## src/rtl/jtframe_bank_arbiter.sv

```systemverilog
// jtframe_bank_arbiter
// Round-robin arbiter that shares one SDRAM bank port between NCH game ROM
// channels. Each channel gets back its own data word and an ok flag. The ok
// flag means "ch_dout holds the word for the address you are driving now".
//
// Parameters: NCH channels (1..8), AW address width, DW data width.
// Ports:
//   clk, rst          clock and synchronous active-high reset
//   downloading       ROM download in progress: no new reads, all ok low
//   ch_req/ch_addr    per-channel level request and address (channel i at [i*AW +: AW])
//   ch_dout/ch_ok     per-channel data (channel i at [i*DW +: DW]) and valid flag
//   ba_addr/ba_rd     registered request to the SDRAM bank
//   ba_ack/ba_rdy     controller accept / read data strobe
//   sdram_dout        SDRAM read data
// Build option: define JTFRAME_ARB_CACHE_EN to add one extra cached line per
// channel. The line holds the word that the most recent fetch displaced, so a
// channel can flip between two addresses without touching the SDRAM.
module jtframe_bank_arbiter #(
  parameter int NCH = 4,
  parameter int AW  = 22,
  parameter int DW  = 16
) (
  input  logic              clk,
  input  logic              rst,
  input  logic              downloading,
  input  logic [NCH-1:0]    ch_req,
  input  logic [NCH*AW-1:0] ch_addr,
  output logic [NCH*DW-1:0] ch_dout,
  output logic [NCH-1:0]    ch_ok,
  output logic [AW-1:0]     ba_addr,
  output logic              ba_rd,
  input  logic              ba_ack,
  input  logic              ba_rdy,
  input  logic [DW-1:0]     sdram_dout
);

  localparam int SW = (NCH > 1) ? $clog2(NCH) : 1;

  typedef enum logic [1:0] {IDLE, WAIT_ACK, WAIT_RDY} state_t;

  state_t          state_q, state_d;
  logic            ba_rd_q, ba_rd_d;
  logic [AW-1:0]   ba_addr_q, ba_addr_d;
  logic [SW-1:0]   sel_q, sel_d, rr_q, rr_d;
  logic [NCH-1:0]  ok_q, ok_d, cur_v_q, cur_v_d;
  logic [AW-1:0]   tag_q [NCH];
  logic [AW-1:0]   tag_d [NCH];
  logic [DW-1:0]   dout_q [NCH];
  logic [DW-1:0]   dout_d [NCH];

  logic [AW-1:0]   addr_w [NCH];
  logic [NCH-1:0]  cur_hit, c_hit, cand, fill, fill_match;
  logic            take, found;
  logic [SW-1:0]   pick, pick_hi, pick_lo, rr_next;
  logic            found_hi;

`ifdef JTFRAME_ARB_CACHE_EN
  logic [AW-1:0]   ctag_q [NCH];
  logic [AW-1:0]   ctag_d [NCH];
  logic [DW-1:0]   cdata_q [NCH];
  logic [DW-1:0]   cdata_d [NCH];
  logic [NCH-1:0]  cv_q, cv_d;
  logic            dl_q;
  logic            dl_rise;
  assign dl_rise = downloading && !dl_q;
`endif

  // Read data is taken in WAIT_RDY, or in WAIT_ACK when ack and rdy coincide.
  assign take = ba_rdy && (state_q == WAIT_RDY || (state_q == WAIT_ACK && ba_ack));

  genvar gi;
  generate
    for (gi = 0; gi < NCH; gi++) begin : g_ch
      assign addr_w[gi]              = ch_addr[gi*AW +: AW];
      assign ch_dout[gi*DW +: DW]    = dout_q[gi];
      assign cur_hit[gi]             = cur_v_q[gi] && (addr_w[gi] == tag_q[gi]);
      assign fill[gi]                = take && (sel_q == SW'(gi));
      assign fill_match[gi]          = addr_w[gi] == ba_addr_q;
`ifdef JTFRAME_ARB_CACHE_EN
      assign c_hit[gi]               = cv_q[gi] && (addr_w[gi] == ctag_q[gi]);
`else
      assign c_hit[gi]               = 1'b0;
`endif
      // A channel whose address moved away from its tag is eligible at once,
      // even though its registered ok only falls on the next clock.
      assign cand[gi]                = ch_req[gi] && !downloading && !cur_hit[gi] && !c_hit[gi];
    end
  endgenerate

  // Round-robin: take the lowest candidate at or above rr_q, else the lowest overall.
  always_comb begin
    found_hi = 1'b0;
    pick_hi  = '0;
    pick_lo  = '0;
    for (int i = NCH - 1; i >= 0; i--) begin
      if (cand[i] && i >= int'(rr_q)) begin
        found_hi = 1'b1;
        pick_hi  = SW'(i);
      end
      if (cand[i]) pick_lo = SW'(i);
    end
    found   = |cand;
    pick    = found_hi ? pick_hi : pick_lo;
    rr_next = (int'(pick) == NCH - 1) ? '0 : pick + SW'(1);
  end

  always_comb begin
    state_d   = state_q;
    ba_rd_d   = ba_rd_q;
    ba_addr_d = ba_addr_q;
    sel_d     = sel_q;
    rr_d      = rr_q;
    case (state_q)
      IDLE: begin
        if (found) begin
          ba_addr_d = addr_w[pick];
          ba_rd_d   = 1'b1;
          sel_d     = pick;
          rr_d      = rr_next;
          state_d   = WAIT_ACK;
        end
      end
      WAIT_ACK: begin
        if (ba_ack) begin
          ba_rd_d = 1'b0;
          state_d = ba_rdy ? IDLE : WAIT_RDY;
        end
      end
      WAIT_RDY: begin
        if (ba_rdy) state_d = IDLE;
      end
      default: state_d = IDLE;
    endcase
  end

  always_comb begin
    ok_d    = '0;
    cur_v_d = cur_v_q;
`ifdef JTFRAME_ARB_CACHE_EN
    cv_d    = cv_q;
`endif
    for (int i = 0; i < NCH; i++) begin
      tag_d[i]  = tag_q[i];
      dout_d[i] = dout_q[i];
`ifdef JTFRAME_ARB_CACHE_EN
      ctag_d[i]  = ctag_q[i];
      cdata_d[i] = cdata_q[i];
      if (fill[i]) begin
        // The displaced current line becomes the cached line.
        ctag_d[i]  = tag_q[i];
        cdata_d[i] = dout_q[i];
        cv_d[i]    = cur_v_q[i];
        tag_d[i]   = ba_addr_q;
        dout_d[i]  = sdram_dout;
        cur_v_d[i] = !downloading;
        ok_d[i]    = !downloading && ch_req[i] && fill_match[i];
      end else if (ch_req[i] && !downloading && c_hit[i] && !cur_hit[i]) begin
        // Swap lines so ch_dout presents the cached word.
        ctag_d[i]  = tag_q[i];
        cdata_d[i] = dout_q[i];
        cv_d[i]    = cur_v_q[i];
        tag_d[i]   = ctag_q[i];
        dout_d[i]  = cdata_q[i];
        cur_v_d[i] = 1'b1;
        ok_d[i]    = 1'b1;
      end else begin
        ok_d[i]    = !downloading && ch_req[i] && cur_hit[i];
      end
      if (dl_rise) begin
        cur_v_d[i] = 1'b0;
        cv_d[i]    = 1'b0;
      end
`else
      // Without a cache the valid bit is the ok flag itself, so leaving an
      // address forgets it for good.
      if (fill[i]) begin
        tag_d[i]   = ba_addr_q;
        dout_d[i]  = sdram_dout;
        cur_v_d[i] = !downloading && ch_req[i] && fill_match[i];
      end else begin
        cur_v_d[i] = !downloading && ch_req[i] && cur_hit[i];
      end
      ok_d[i] = cur_v_d[i];
`endif
    end
  end

  always_ff @(posedge clk) begin
    if (rst) begin
      state_q   <= IDLE;
      ba_rd_q   <= 1'b0;
      ba_addr_q <= '0;
      sel_q     <= '0;
      rr_q      <= '0;
      ok_q      <= '0;
      cur_v_q   <= '0;
      for (int i = 0; i < NCH; i++) begin
        tag_q[i]  <= '0;
        dout_q[i] <= '0;
      end
`ifdef JTFRAME_ARB_CACHE_EN
      cv_q <= '0;
      dl_q <= 1'b0;
      for (int i = 0; i < NCH; i++) begin
        ctag_q[i]  <= '0;
        cdata_q[i] <= '0;
      end
`endif
    end else begin
      state_q   <= state_d;
      ba_rd_q   <= ba_rd_d;
      ba_addr_q <= ba_addr_d;
      sel_q     <= sel_d;
      rr_q      <= rr_d;
      ok_q      <= ok_d;
      cur_v_q   <= cur_v_d;
      for (int i = 0; i < NCH; i++) begin
        tag_q[i]  <= tag_d[i];
        dout_q[i] <= dout_d[i];
      end
`ifdef JTFRAME_ARB_CACHE_EN
      cv_q <= cv_d;
      dl_q <= downloading;
      for (int i = 0; i < NCH; i++) begin
        ctag_q[i]  <= ctag_d[i];
        cdata_q[i] <= cdata_d[i];
      end
`endif
    end
  end

  assign ba_rd   = ba_rd_q;
  assign ba_addr = ba_addr_q;
  assign ch_ok   = ok_q;

endmodule
```

## config.mk

```make
export PLATFORM = sky130hd
export DESIGN_NAME = jtframe_bank_arbiter
export DESIGN_NICKNAME = d
export VERILOG_FILES = /design/src/rtl/jtframe_bank_arbiter.sv
export SDC_FILE = /design/constraint.sdc
export NUM_CORES = 1
export LEC_CHECK = 0
export CORE_AREA = 2 2 138 140
export CTS_CLUSTER_DIAMETER = 30
export DETAILED_ROUTE_END_ITERATION = 6
export DIE_AREA = 0 0 140 142
export HOLD_SLACK_MARGIN = 0.12
export PLACE_DENSITY_LB_ADDON = 0.08
export SLEW_MARGIN = 30
export SYNTH_ARGS = -nofsm -noshare
export SYNTH_HDL_FRONTEND = slang
export SYNTH_SLANG_ARGS = --single-unit
```

## constraint.sdc

```tcl
create_clock -name clk -period 3 [get_ports clk]
set_clock_uncertainty 0.05 [all_clocks]
set_input_delay 0.3 -clock clk [delete_from_list [all_inputs] [get_ports clk]]
set_output_delay 0.3 -clock clk [all_outputs]
set_load 0.01 [all_outputs]
```

---- After elaboration in Yosys (flattened, before gate mapping) ----
Memories as Yosys holds them, arrays and structs flattened.
Index checks and enable logic that the tools add are counted.
word-level totals
  register bits after elaboration ......... 33
  memory bits (writable) .................. 152
  input bits .............................. 113
  output and inout port bits .............. 91
  memories kept ........................... 2
memories
  memory  depth  bits a word  rd ports  clocked after memory_dff  write ports  RTL line  source
  tag_q   4      22           4         0                         4            46        logic [AW-1:0] tag_q [NCH];
  dout_q  4      16           4         0                         4            48        logic [DW-1:0] dout_q [NCH];
cells by class
  add/sub/neg operators ................... 1
  magnitude comparators ................... 4
  equal/unequal tests ..................... 17
  multiplexer cells ....................... 47
  bitwise gates (word level) .............. 9
  reduce and logical (&&, ||, !) cells .... 42
operator list
  operator               number
  $mux W22               10
  $eq A22 B22 Y1         8
  $mux W16               8
  $bmux W22 S2           1
  $logic_and A1 B1 Y1    29
  $mux W2                13
  $mux W1                13
  $or A1 B1 Y1           8
  $eq A2 B1 Y1 const B   3
  $eq A2 B2 Y1 const B   3
  $ne A2 B2 Y1 const B   3
  $pmux W2 S3            1
  $reduce_and A3 Y1      2
  $logic_not A1 Y1       5
  $ge A1 B2 Y1 const A   2
  $logic_not A2 Y1       2
  $reduce_or A4 Y1       1
  $ge A3 B3 Y1 const B   1
  $not A2 Y3             1
  $add A2 B1 Y2 const B  1
  $ge A2 B2 Y1 const A   1
  $pmux W1 S2            1
  $reduce_and A2 Y1      1
  $reduce_bool A2 Y1     1
  $logic_or A1 B1 Y1     1

---- Depth between registers and ports, before layout ----
Gate-level depths: netlist of run 1.
An unclocked memory read counts as a cell.
  word-level depth ........................ 14
  gate-level depth with buffers ........... 10
  depth with buffers taken out ............ 8

---- Worst setup path before layout of run 1 ----
Ideal clock, no wire load.
  path type ............................... register to register
  from .................................... mem tag_q[0][0]
  to ...................................... reg ba_addr_q[0], in the netlist ba_addr[0]
  data arrival time ....................... 2.018 ns
  slack ................................... 0.799 ns
  cell stages (with the launch flop) ...... 10
  period minus slack after synthesis ...... 2.201 ns
  path through ............................ dfxtp_1 > xnor2_1 > nand4_1 > nor4_2 > a31oi_1 > o41ai_2 > nor2_2 > nand2_2 > buf_4 > o221ai_1
RTL lines
  what                  RTL line  source
  start, declared       46
  end signal, assigned  212       ba_addr_q <= ba_addr_d;
  end, declared         43        logic [AW-1:0] ba_addr_q, ba_addr_d;

---- Worst setup path in the final report of run 1 ----
  from .................................... in ch_addr[11]
  to ...................................... reg ba_addr_q[18], in the netlist ba_addr[18]
on the way
  longest elaborated chain between the ends .. 11
  elaborated cells between the ends (all ways) .. 15
  those cells by class .................... eq/ne: 1; mux: 7; bitwise: 1; reduce/logical: 6
ends and longest elaborated chain
  what                                          RTL line  source
  start, declared                               27        input logic [NCH*AW-1:0] ch_addr,
  $eq A22 B22 Y1 (*)                            76        assign cur_hit[gi] = cur_v_q[gi] && (addr_w[gi] == tag_q[gi]);
  $logic_and A1 B1 Y1 (*)                       76
  $logic_not A1 Y1 (*)                          86        assign cand[gi] = ch_req[gi] && !downloading && !cur_hit[gi] && !c_hit[gi];
  $logic_and A1 B1 Y1 (*)                       86
  $logic_and A1 B1 Y1                           96        if (cand[i] && i >= int'(rr_q)) begin
  $mux W2 or $mux W1 (tied branches)            96
  $mux W2                                       103       pick = found_hi ? pick_hi : pick_lo;
  $not A2 Y3 (implied by the code)              116       ba_addr_d = addr_w[pick];
  $bmux W22 S2                                  116
  $mux W22 (implied by the code) (2 in series)  116
Every way passes the cells marked *; elsewhere a longest branch is shown, timed or not. The select of a mux whose other input is x is not followed.
A chain may end at the register's enable or synchronous reset.

==> impl_metrics.json, run 1 <==
{
  "synth_top_cells_by_count": "nand2_1 (332), dfxtp_1 (185), a21oi_1 (159)",
  "p_total_mw": 6.48,
  "coreArea_mm2": 0.0185,
  "netlist_instances": 1126,
  "synthToLayoutAreaGrowth_pct": 39.6,
  "rsz0062_at_grt": "false",
  "synth-edff-count": 0,
  "violations": "DRC",
  "clockBufferDepth": 2,
  "ioPinCount": 204,
  "finalWirelength_mm": 32.3,
  "cts.sinks": 185,
  "vias": 9094,
  "finalCriticalPeriod_ns": 2.66,
  "viasPerCell": 5.56,
  "cap_violations": 0,
  "layout-drive-gt1-share": 0.135,
  "synth_area_mm2": 0.00922,
  "clk_latency_ns": 0.44,
  "dpl.hpwl_mm": 23.9,
  "grt_pass1_wl_mm": 48.9,
  "synth_ff_type": "dfxtp_1",
  "path_class": "in2reg",
  "slowest_delay_ns": 0.52,
  "post-cts-setup-buffers": 0,
  "synth_warnings": 0,
  "avgRoutedWirePerCell_um": 19.8,
  "rows": 50,
  "fmax_mhz": 376,
  "max_slew_margin": 0.572,
  "required_ns": 3.26,
  "tightest_slew_ns": 0.642,
  "gp_congestion": 0.995,
  "synth.avg_cell_area_um2": 8.19,
  "ys_seq_elements": 185,
  "grt_pass1_vias": 8855,
  "critPathSlowestCell": "clkdlybuf4s50_1",
  "period_share": 0.886,
  "hold_viol": 0,
  "end_kind": "flop",
  "crit_fanout": 14,
  "synth.top_cell.area_share": 0.402,
  "dr.pass1.iters": 7,
  "gr-total-overflow": 0,
  "intPower_mw": 4.54,
  "setup_viol": 0,
  "power.share.sequential": 0.403,
  "clock_power_share": 0.379,
  "min_path_type": "in2reg",
  "pwr-share-comb": 0.218,
  "placedInstanceArea_mm2": 0.0122,
  "htree_levels": 4,
  "ant_nets": 0,
  "p_sw_frac": 0.299,
  "finalSetupTns_ns": 0,
  "grt_usage": 0.320,
  "r2r_cells": 9,
  "crit_chain": "clkdlybuf4s50_1 > xor2_1 > nor4_2 > a31oi_1 > a21oi_1 > o22ai_4 > buf_4 > mux2i_1 > o221ai_2",
  "die-area_mm2": 0.0199,
  "cts_tree": "built",
  "synth_seq_area_share": 0.402,
  "die_w_um": 140,
  "cp.arrival_ns": 2.92,
  "portBuffers": 203,
  "cts-root-buf": "clkbuf_16",
  "peakVddDrop_v": 0.000457,
  "power_leakage_nw": 4.91,
  "maxSlewViolCount": 0,
  "post_cts_resized": 0,
  "p_per_area_mw_per_mm2": 503,
  "numCtsBuffers": 17,
  "drtIter0Drc": 793,
  "drc": 14,
  "min_delay_path_depth": 2,
  "synth_nets": 1239,
  "switching_power_mw": 1.94,
  "yosysTopAreaCell": "dfxtp_1",
  "synthArstFlopShare": 0,
  "grt_max_degree": 113,
  "start_kind": "input port",
  "start_util": 0.500,
  "hold_buffers": 0,
  "outcome": "finished, violations left",
  "holdWs_ns": 0.311,
  "fp.dieH_um": 142,
  "synth_area_leaders": "dfxtp_1 (40%), nand2_1 (14%), xor2_1 (11%), a21oi_1 (8.6%), xnor2_1 (5.7%)",
  "cts.clk_slew.worst_paths_ns": 0.07,
  "antenna_found_initial": 0,
  "n_antenna_cell": 0,
  "yosysMostFrequentCell": "nand2_1",
  "nets": 1501,
  "design_area_mm2": 0.0129,
  "ys_types": 46
}
==> cells by family (layout without fill, tap and decap cells) <==
kind of cell,Yosys count,after routing,synth area share
DFF,185,185,0.402
and+or+nand+nor,430,430,0.202
AOI/OAI and AO/OA,200,200,0.137
xor gates and xnor gates,177,177,0.168
muxes,44,44,0.0477
buffers and inverters,90,365,0.0438
==> metrics by stage <==
stage	utilization	worst slack, ns	std cells
floorplan	-	0.799	1126
global placement	0.664	0.0201	1603
detailed placement	0.664	-0.0358	1603
CTS	0.698	0.391	1635
global route	0.698	0.122	1635
finish	0.698	0.343	1635
==> power groups by stage <==
stage                     Clock (mW)  Combinational, mW  Sequential, mW
after floorplan                    0              0.664            2.65
after global placement             0               1.37            2.66
after detailed placement           0               1.38            2.66
after CTS                       2.46               1.39            2.61
after global routing            2.56               1.49            2.62
final                           2.45               1.41            2.61
==> flip-flops by register name, summed over array words and instances (netlist names) <==
name     count
rr_q         2
tag_q       88
cur_v_q      4
sel_q        2
ba_rd        1
dout_q      64
ba_addr     22
state_q      2
==> path summary, 6_finish.rpt <==
kind                startpoint           end  slack [ns]
hold / removal             rst      sel_q[1]        0.31
setup reg to reg  tag_q[3][12]   ba_addr[18]        0.37
hold reg to reg   dout_q[0][7]  dout_q[0][7]        0.40
setup / recovery   ch_addr[11]   ba_addr[18]        0.34
==> critical path, delay by kind of cell <==
kind	cells	cell delay, ns
multiplexers	1	0.27
AO/OA/AOI/OAI	4	1.00
AND/OR/NAND/NOR	1	0.12
XOR/XNOR	1	0.39
buffers and inverters	2	0.83
==> placed cells by master (no fill, tap or decap), types with 10 or more instances in the layout <==
master / count
buf_4: 117
dfxtp_1: 185
nand4_1: 23
clkdlybuf4s50_1: 202
xor2_1: 117
nor4_1: 28
o221ai_2: 20
nor3_1: 11
nand2_1: 332
a21oi_1: 159
xnor2_1: 60
clkbuf_16: 17
buf_12: 10
mux2i_1: 44
==> area by class of cell <==
type,instances,area (um^2)
Tap cell,234,293
Timing Repair Buffer,329,3100
Clock inverter,15,209
Sequential cell,185,3700
Multi-Input combinational cell,851,5130
Clock buffer,17,425
Inverter,4,15.0
Fill cell,1533,5570
==> metal layers <==
metal  GRT usage  wire length, um  vias to the layer above  part of all wire
met5           0                0                        -                 0
met4       0.145             1280                        0             0.040
met3      0.0771             2760                       89             0.085
met2       0.526            15000                      414              0.46
met1       0.401            13300                     4294              0.41
li1            -                -                     4297                 -
No activity file was read; power rests on OpenSTA's default activity.
==> inputs of run 2 (changes only) <==
ABC_CLOCK_PERIOD_IN_PS = 3000   (was not set)
==> results of run 2 <==
Final layout, timing and power as in run 1 (identical DEF).
==> inputs of run 3 (changes only) <==
CAP_MARGIN = 20   (was not set)
SKIP_CTS_REPAIR_TIMING = 1   (was not set)
==> results of run 3 <==
Final layout, timing and power as in run 1 (identical DEF).
